**config.mk**
```make
export PLATFORM = sky130hd
export DESIGN_NAME = hh_spike_detector
export DESIGN_NICKNAME = d
export VERILOG_FILES = /design/src/rtl/hh_pkg.sv /design/src/rtl/hh_evt_fifo.sv /design/src/rtl/hh_spike_detector.sv
export SDC_FILE = /design/constraint.sdc
export NUM_CORES = 1
export LEC_CHECK = 0
export ABC_AREA = 1
export BUFFER_PORTS_ARGS = -buffer_cell sky130_fd_sc_hd__buf_2
export CORE_ASPECT_RATIO = 1.5
export CORE_UTILIZATION = 35
export CTS_CLUSTER_DIAMETER = 150
export CTS_CLUSTER_SIZE = 28
export DETAILED_ROUTE_END_ITERATION = 8
export PLACE_DENSITY_LB_ADDON = 0.12
export SLEW_MARGIN = 20
export SYNTH_ARGS = -nofsm -noshare
export SYNTH_HDL_FRONTEND = slang
export SYNTH_HIERARCHICAL = 1
export SYNTH_SLANG_ARGS = --single-unit
```
**constraint.sdc**
```tcl
create_clock -name clk -period 7.03 [get_ports clk]
set_clock_uncertainty 0.1 [all_clocks]
set_input_delay 0.703 -clock clk [delete_from_list [all_inputs] [get_ports clk]]
set_output_delay 0.703 -clock clk [all_outputs]
set_load 0.005 [all_outputs]
```
**src/rtl/hh_pkg.sv**
```systemverilog
// Shared types and widths for the Hodgkin-Huxley spike detector slice.
// The sample format matches the hh_neuron membrane voltage output.
package hh_pkg;

    localparam int W    = 22;
    localparam int TS_W = 16;

    typedef enum logic [1:0] {
        BELOW,
        ABOVE,
        REFRAC
    } spk_state_t;

    typedef struct packed {
        logic [TS_W-1:0] ts;
        logic [W-1:0]    peak;
    } spk_evt_t;

endpackage

```
**src/rtl/hh_evt_fifo.sv**
```systemverilog
// Small synchronous FIFO of spike event records.
// Head entry is read combinationally, so it stays put until it is popped.
// A push while full is accepted only when a pop happens in the same cycle;
// otherwise it is reported on 'drop' and discarded.
module hh_evt_fifo
    import hh_pkg::*;
#(
    parameter int DEPTH = 4
) (
    input  logic     clk,
    input  logic     reset,
    input  logic     push,
    input  spk_evt_t push_data,
    input  logic     pop,
    output spk_evt_t head,
    output logic     full,
    output logic     empty,
    output logic     drop
);

    localparam int AW = $clog2(DEPTH);
    localparam logic [AW:0] PTR_ONE = 1;

    spk_evt_t    mem [DEPTH];
    logic [AW:0] wr_ptr;
    logic [AW:0] rd_ptr;
    logic        do_push;
    logic        do_pop;

    assign empty   = (wr_ptr == rd_ptr);
    assign full    = (wr_ptr[AW] != rd_ptr[AW]) && (wr_ptr[AW-1:0] == rd_ptr[AW-1:0]);
    assign do_pop  = pop && !empty;
    assign do_push = push && (!full || do_pop);
    assign drop    = push && full && !do_pop;
    assign head    = mem[rd_ptr[AW-1:0]];

    // Pointer bookkeeping; the extra MSB distinguishes full from empty.
    always_ff @(posedge clk) begin
        if (reset) begin
            wr_ptr <= '0;
            rd_ptr <= '0;
        end else begin
            if (do_push) wr_ptr <= wr_ptr + PTR_ONE;
            if (do_pop)  rd_ptr <= rd_ptr + PTR_ONE;
        end
    end

    // Storage array; contents need no reset because empty masks them.
    always_ff @(posedge clk) begin
        if (do_push) mem[wr_ptr[AW-1:0]] <= push_data;
    end

endmodule

```
**src/rtl/hh_spike_detector.sv**
```systemverilog
// Threshold/hysteresis spike detector with refractory window and event FIFO.
// Optional build macro HH_SPIKE_PEAK_EN enables peak tracking; without it
// the peak register is absent and evt_peak is tied to 0.
module hh_spike_detector
    import hh_pkg::*;
#(
    parameter int REFRAC_W   = 8,
    parameter int FIFO_DEPTH = 4
) (
    input  logic                clk,
    input  logic                reset,
    input  logic [W-1:0]        v_mem,
    input  logic                v_valid,
    input  logic [W-1:0]        v_thresh,
    input  logic [W-1:0]        v_hyst,
    input  logic [REFRAC_W-1:0] refrac_cycles,
    output logic                spike,
    output logic [15:0]         spike_count,
    output logic                evt_valid,
    input  logic                evt_ready,
    output logic [TS_W-1:0]     evt_time,
    output logic [W-1:0]        evt_peak,
    output logic                overflow
);

    // Two extra bits keep v_thresh - v_hyst exact even for extreme settings.
    localparam int CW = W + 2;

    spk_state_t           state;
    spk_state_t           state_next;
    logic signed [CW-1:0] v_ext;
    logic signed [CW-1:0] thr_ext;
    logic signed [CW-1:0] rearm_ext;
    logic                 is_above;
    logic                 below_rearm;
    logic                 start_spike;
    logic                 end_spike;
    logic                 rc_tick;
    logic [REFRAC_W-1:0]  rc;
    logic [TS_W-1:0]      ts;
    logic [TS_W-1:0]      t0;
    spk_evt_t             evt_in;
    spk_evt_t             evt_head;
    logic                 fifo_full;
    logic                 fifo_empty;
    logic                 fifo_drop;

    assign v_ext       = CW'($signed(v_mem));
    assign thr_ext     = CW'($signed(v_thresh));
    assign rearm_ext   = thr_ext - $signed({2'b00, v_hyst});
    assign is_above    = (v_ext >= thr_ext);
    assign below_rearm = (v_ext < rearm_ext);

    // State register for the detector FSM.
    always_ff @(posedge clk) begin
        if (reset) state <= BELOW;
        else       state <= state_next;
    end

    // Next-state logic; only valid samples move the FSM.
    always_comb begin
        state_next = state;
        case (state)
            BELOW:  if (v_valid && is_above) state_next = ABOVE;
            ABOVE:  if (v_valid && below_rearm)
                        state_next = (refrac_cycles == '0) ? BELOW : REFRAC;
            REFRAC: if (v_valid && rc == REFRAC_W'(1)) state_next = BELOW;
            default: state_next = BELOW;
        endcase
    end

    // Per-state control strobes driving the datapath below.
    always_comb begin
        start_spike = 1'b0;
        end_spike   = 1'b0;
        rc_tick     = 1'b0;
        case (state)
            BELOW:   start_spike = v_valid && is_above;
            ABOVE:   end_spike   = v_valid && below_rearm;
            REFRAC:  rc_tick     = v_valid;
            default: ;
        endcase
    end

    // Timestamp, crossing time, refractory count, spike pulse/count and sticky overflow.
    always_ff @(posedge clk) begin
        if (reset) begin
            ts          <= '0;
            t0          <= '0;
            rc          <= '0;
            spike       <= 1'b0;
            spike_count <= '0;
            overflow    <= 1'b0;
        end else begin
            spike <= start_spike;
            if (start_spike && spike_count != 16'hFFFF) spike_count <= spike_count + 16'd1;
            if (v_valid)     ts <= ts + TS_W'(1);
            if (start_spike) t0 <= ts;
            if (end_spike)    rc <= refrac_cycles;
            else if (rc_tick) rc <= rc - REFRAC_W'(1);
            if (fifo_drop)   overflow <= 1'b1;
        end
    end

`ifdef HH_SPIKE_PEAK_EN
    logic signed [W-1:0] pk;

    // Running maximum while the voltage stays above the re-arm level.
    always_ff @(posedge clk) begin
        if (reset) begin
            pk <= '0;
        end else if (start_spike) begin
            pk <= $signed(v_mem);
        end else if (state == ABOVE && v_valid && !below_rearm && $signed(v_mem) > pk) begin
            pk <= $signed(v_mem);
        end
    end

    // Event record assembled from the crossing time and the tracked peak.
    always_comb begin
        evt_in      = '0;
        evt_in.ts   = t0;
        evt_in.peak = pk;
    end

    assign evt_peak = evt_head.peak;
`else
    logic unused_peak;

    // Event record carries only the crossing time in this build.
    always_comb begin
        evt_in    = '0;
        evt_in.ts = t0;
    end

    assign evt_peak    = '0;
    assign unused_peak = ^evt_head.peak;
`endif

    hh_evt_fifo #(
        .DEPTH(FIFO_DEPTH)
    ) u_fifo (
        .clk      (clk),
        .reset    (reset),
        .push     (end_spike),
        .push_data(evt_in),
        .pop      (evt_ready),
        .head     (evt_head),
        .full     (fifo_full),
        .empty    (fifo_empty),
        .drop     (fifo_drop)
    );

    assign evt_valid = !fifo_empty;
    assign evt_time  = evt_head.ts;

endmodule

```
==> impl_metrics.csv <==
group,metric,value,unit
run_status,outcome,"finished, final reports clean",
clock_network,cts_root_buffer,"clkbuf_16",
placement,numPortBuffers,112,
worst_setup_path,critPathCaptureType,"register",
route,drtPass1Iterations,6,
sta,max_freq,202,MHz
worst_setup_path,reg2reg_to,"u_fifo/mem[0][35]$_DFFE_PP_",
floorplanning,num_io_pins,135,
synth,avgSynthCellArea,7.85,sq um
flow_run,drv_cap,0,
sta,min_period,4960,ps
worst_hold_path,min_path_type,"reg -> reg",
worst_hold_path,holdPathEnd,"spike_count[15]$_SDFFE_PP0P_",
placement,gp_congestion,0.865,
worst_hold_path,whs_path_depth,2,
clock_network,cts_sinks,132,
route,routed_wirelength,18900,microns
route,dr.first_iter.drc_count,232,
worst_setup_path,r2r_slack,4110,ps
clock_network,clkSlewWorstSetupHoldPaths,60,ps
placement,dp_hpwl,14800,microns
global_routing,grt_usage,16.3,%
synth,syn_area,8240,sq um
clock_network,clock_latency,420,ps
worst_setup_path,worst_ep_required_time,7040,ps
floorplanning,die_x,127,microns
pwr,p_leak,0.00436,uW
final_layout,utilization,41.5,%
sta,finalHoldViolCount,0,
sta,tightest_slew,898,ps
pwr,power_density,231,nW/um^2
sta,slew_violations,0,
global_routing,antenna_found_initial,2,
floorplanning,core,23100,sq um
placement,place_ws,1600,ps
floorplanning,fp.dieH,190,microns
placement,dpl_cell_area,9000,sq um
clock_network,cts_setup_buffers,0,
clock_network,cts_buffers,17,
worst_setup_path,timing.rr.start,"state[0]$_SDFFE_PP0P_",
sta,setup_viol,0,
route,viasPerCell,4.55,
synth,synthCells,1050,
sta,rsz0062_at_grt,"no",
synth,yosysWarnings,6,
route,drc,0,
floorplanning,initial_core_util,35.7,%
clock_network,clock_path_buffers,2,
sta,relSlewSlack,40.1,%
route,antenna_left,0,
pwr,ir_drop,157,uV
global_routing,grt_pass1_wl,31100,microns
worst_hold_path,min_from,"spike_count[15]$_SDFFE_PP0P_",
sta,fin_setup_tns,0,ps
worst_setup_path,reg2regPathDepth,7,
clock_network,holdBufCountCts,0,
worst_setup_path,crit_arrival,4970,ps
worst_setup_path,crit_type,"in -> reg",
global_routing,first_global_vias,6502,
clock_network,cts_resized,0,
route,vias,6745,
clock_network,cts_tree,"done",
floorplanning,fp-row-count,68,
final_layout,layout.nets,1311,
final_layout,syn2layout_area_growth,16.3,%
worst_setup_path,crit_start,"v_thresh[0]",
worst_setup_path,path_max_fanout,17,
global_routing,grt_overflow,0,
sta,post-route-period-util,70.6,%
worst_setup_path,cp-start-kind,"primary input",
clock_network,htree_num_levels,4,
route,routedWlPerCell,12.8,microns
final_layout,n_antenna_cell,0,
sta,setup_ws,2070,ps
floorplanning,die-area,24200,sq um
final_layout,postLayoutCellArea,9580,sq um
final_layout,drive_above_1_share,14.0,%
global_routing,grt_max_degree,36,
-- metal layers --
| metal | wire length (microns) | share of wire [%] | vias to the layer above | track usage [%] |
|---|---|---|---|---|
| met5 | 21 | 0.11 | - | 0 |
| met4 | 344 | 1.8 | 4 | 5.82 |
| met3 | 488 | 2.6 | 26 | 3.29 |
| met2 | 9730 | 51 | 90 | 29.9 |
| met1 | 8360 | 44 | 3009 | 18.5 |
| li1 | - | - | 3616 | - |
-- report_power, final --
group | internal [uW] | leakage [uW] | total, uW | switching [uW]
sequential | 843 | 0.00114 | 878 | 34.7
combinational | 196 | 0.00294 | 488 | 293
clock | 469 | 0.000280 | 843 | 374
total | 1510 | 0.00436 | 2210 | 702
-- cells in the final DEF, fill, tap and decap left out, types with 2 or more instances in the layout --
cell type	n
a21o_1	5
a21oi_1	93
buf_2	112
buf_4	6
clkbuf_16	17
clkinv_4	5
conb_1	22
dfxtp_1	68
edfxtp_1	64
ha_1	77
inv_1	156
inv_2	4
inv_6	2
inv_8	5
nand2_1	197
nand3_1	41
nand3_2	2
nand3b_1	2
nand4_1	16
nor2_1	103
nor3_1	14
nor3b_1	2
o21ai_0	66
o21ai_1	9
o21bai_1	4
o22ai_1	16
xnor2_1	21
xor2_1	21
-- worst max-delay path, cell delays in order --
cell	delay (ps)
buf_2	110
inv_1	50
ha_1	180
inv_1	80
fa_1	410
nand3_1	100
nand2_1	80
nand2_1	70
nand2_1	120
a21oi_1	280
o21bai_1	150
nand2_1	80
nand2_1	60
xor2_1	140
ha_1	270
nand2_1	50
nor2_1	120
nand3_1	110
nor2_1	110
nand2_1	70
nand3_1	90
nand4_1	570
inv_1	400
nand2_2	160
nor2_1	130
buf_4	270
-- sequential cells by signal, indices dropped and copies added, names as in the netlist, named ones only --
name	cells
u_fifo/mem	64
spike_count	16
t0	16
ts	16
rc	8
u_fifo/rd_ptr	3
u_fifo/wr_ptr	3
state	2
overflow	1
spike	1
-- area by class of cell --
class / instances / area (sq um)
inverters: 160 / 601
fillers: 2424 / 13500
clock inverters: 15 / 146
multi-input cells: 726 / 4120
repair buffers: 118 / 606
flip-flops and latches: 132 / 3280
clock buffers: 17 / 425
well taps: 315 / 394
-- how the worst max path moves through the flow --
stage / endpoint / cells past startpoint
after CTS: u_fifo/mem[0][27]$_DFFE_PP_ / 26
after global placement: u_fifo/mem[2][29]$_DFFE_PP_ / 27
after detailed placement: u_fifo/mem[0][29]$_DFFE_PP_ / 26
final: u_fifo/mem[0][35]$_DFFE_PP_ / 26
after global routing: u_fifo/mem[3][37]$_DFFE_PP_ / 26
after floorplan: u_fifo/mem[0][22]$_DFFE_PP_ / 26
-- per-stage QoR --
step	hold WS, ps	power, uW	std cells
floorplan	351	1250	1071
global placement	372	1390	1451
detailed placement	378	1390	1451
CTS	388	2240	1483
global route	418	2350	1483
finish	383	2210	1483
Note: power is estimated with default switching activity, not from simulation.
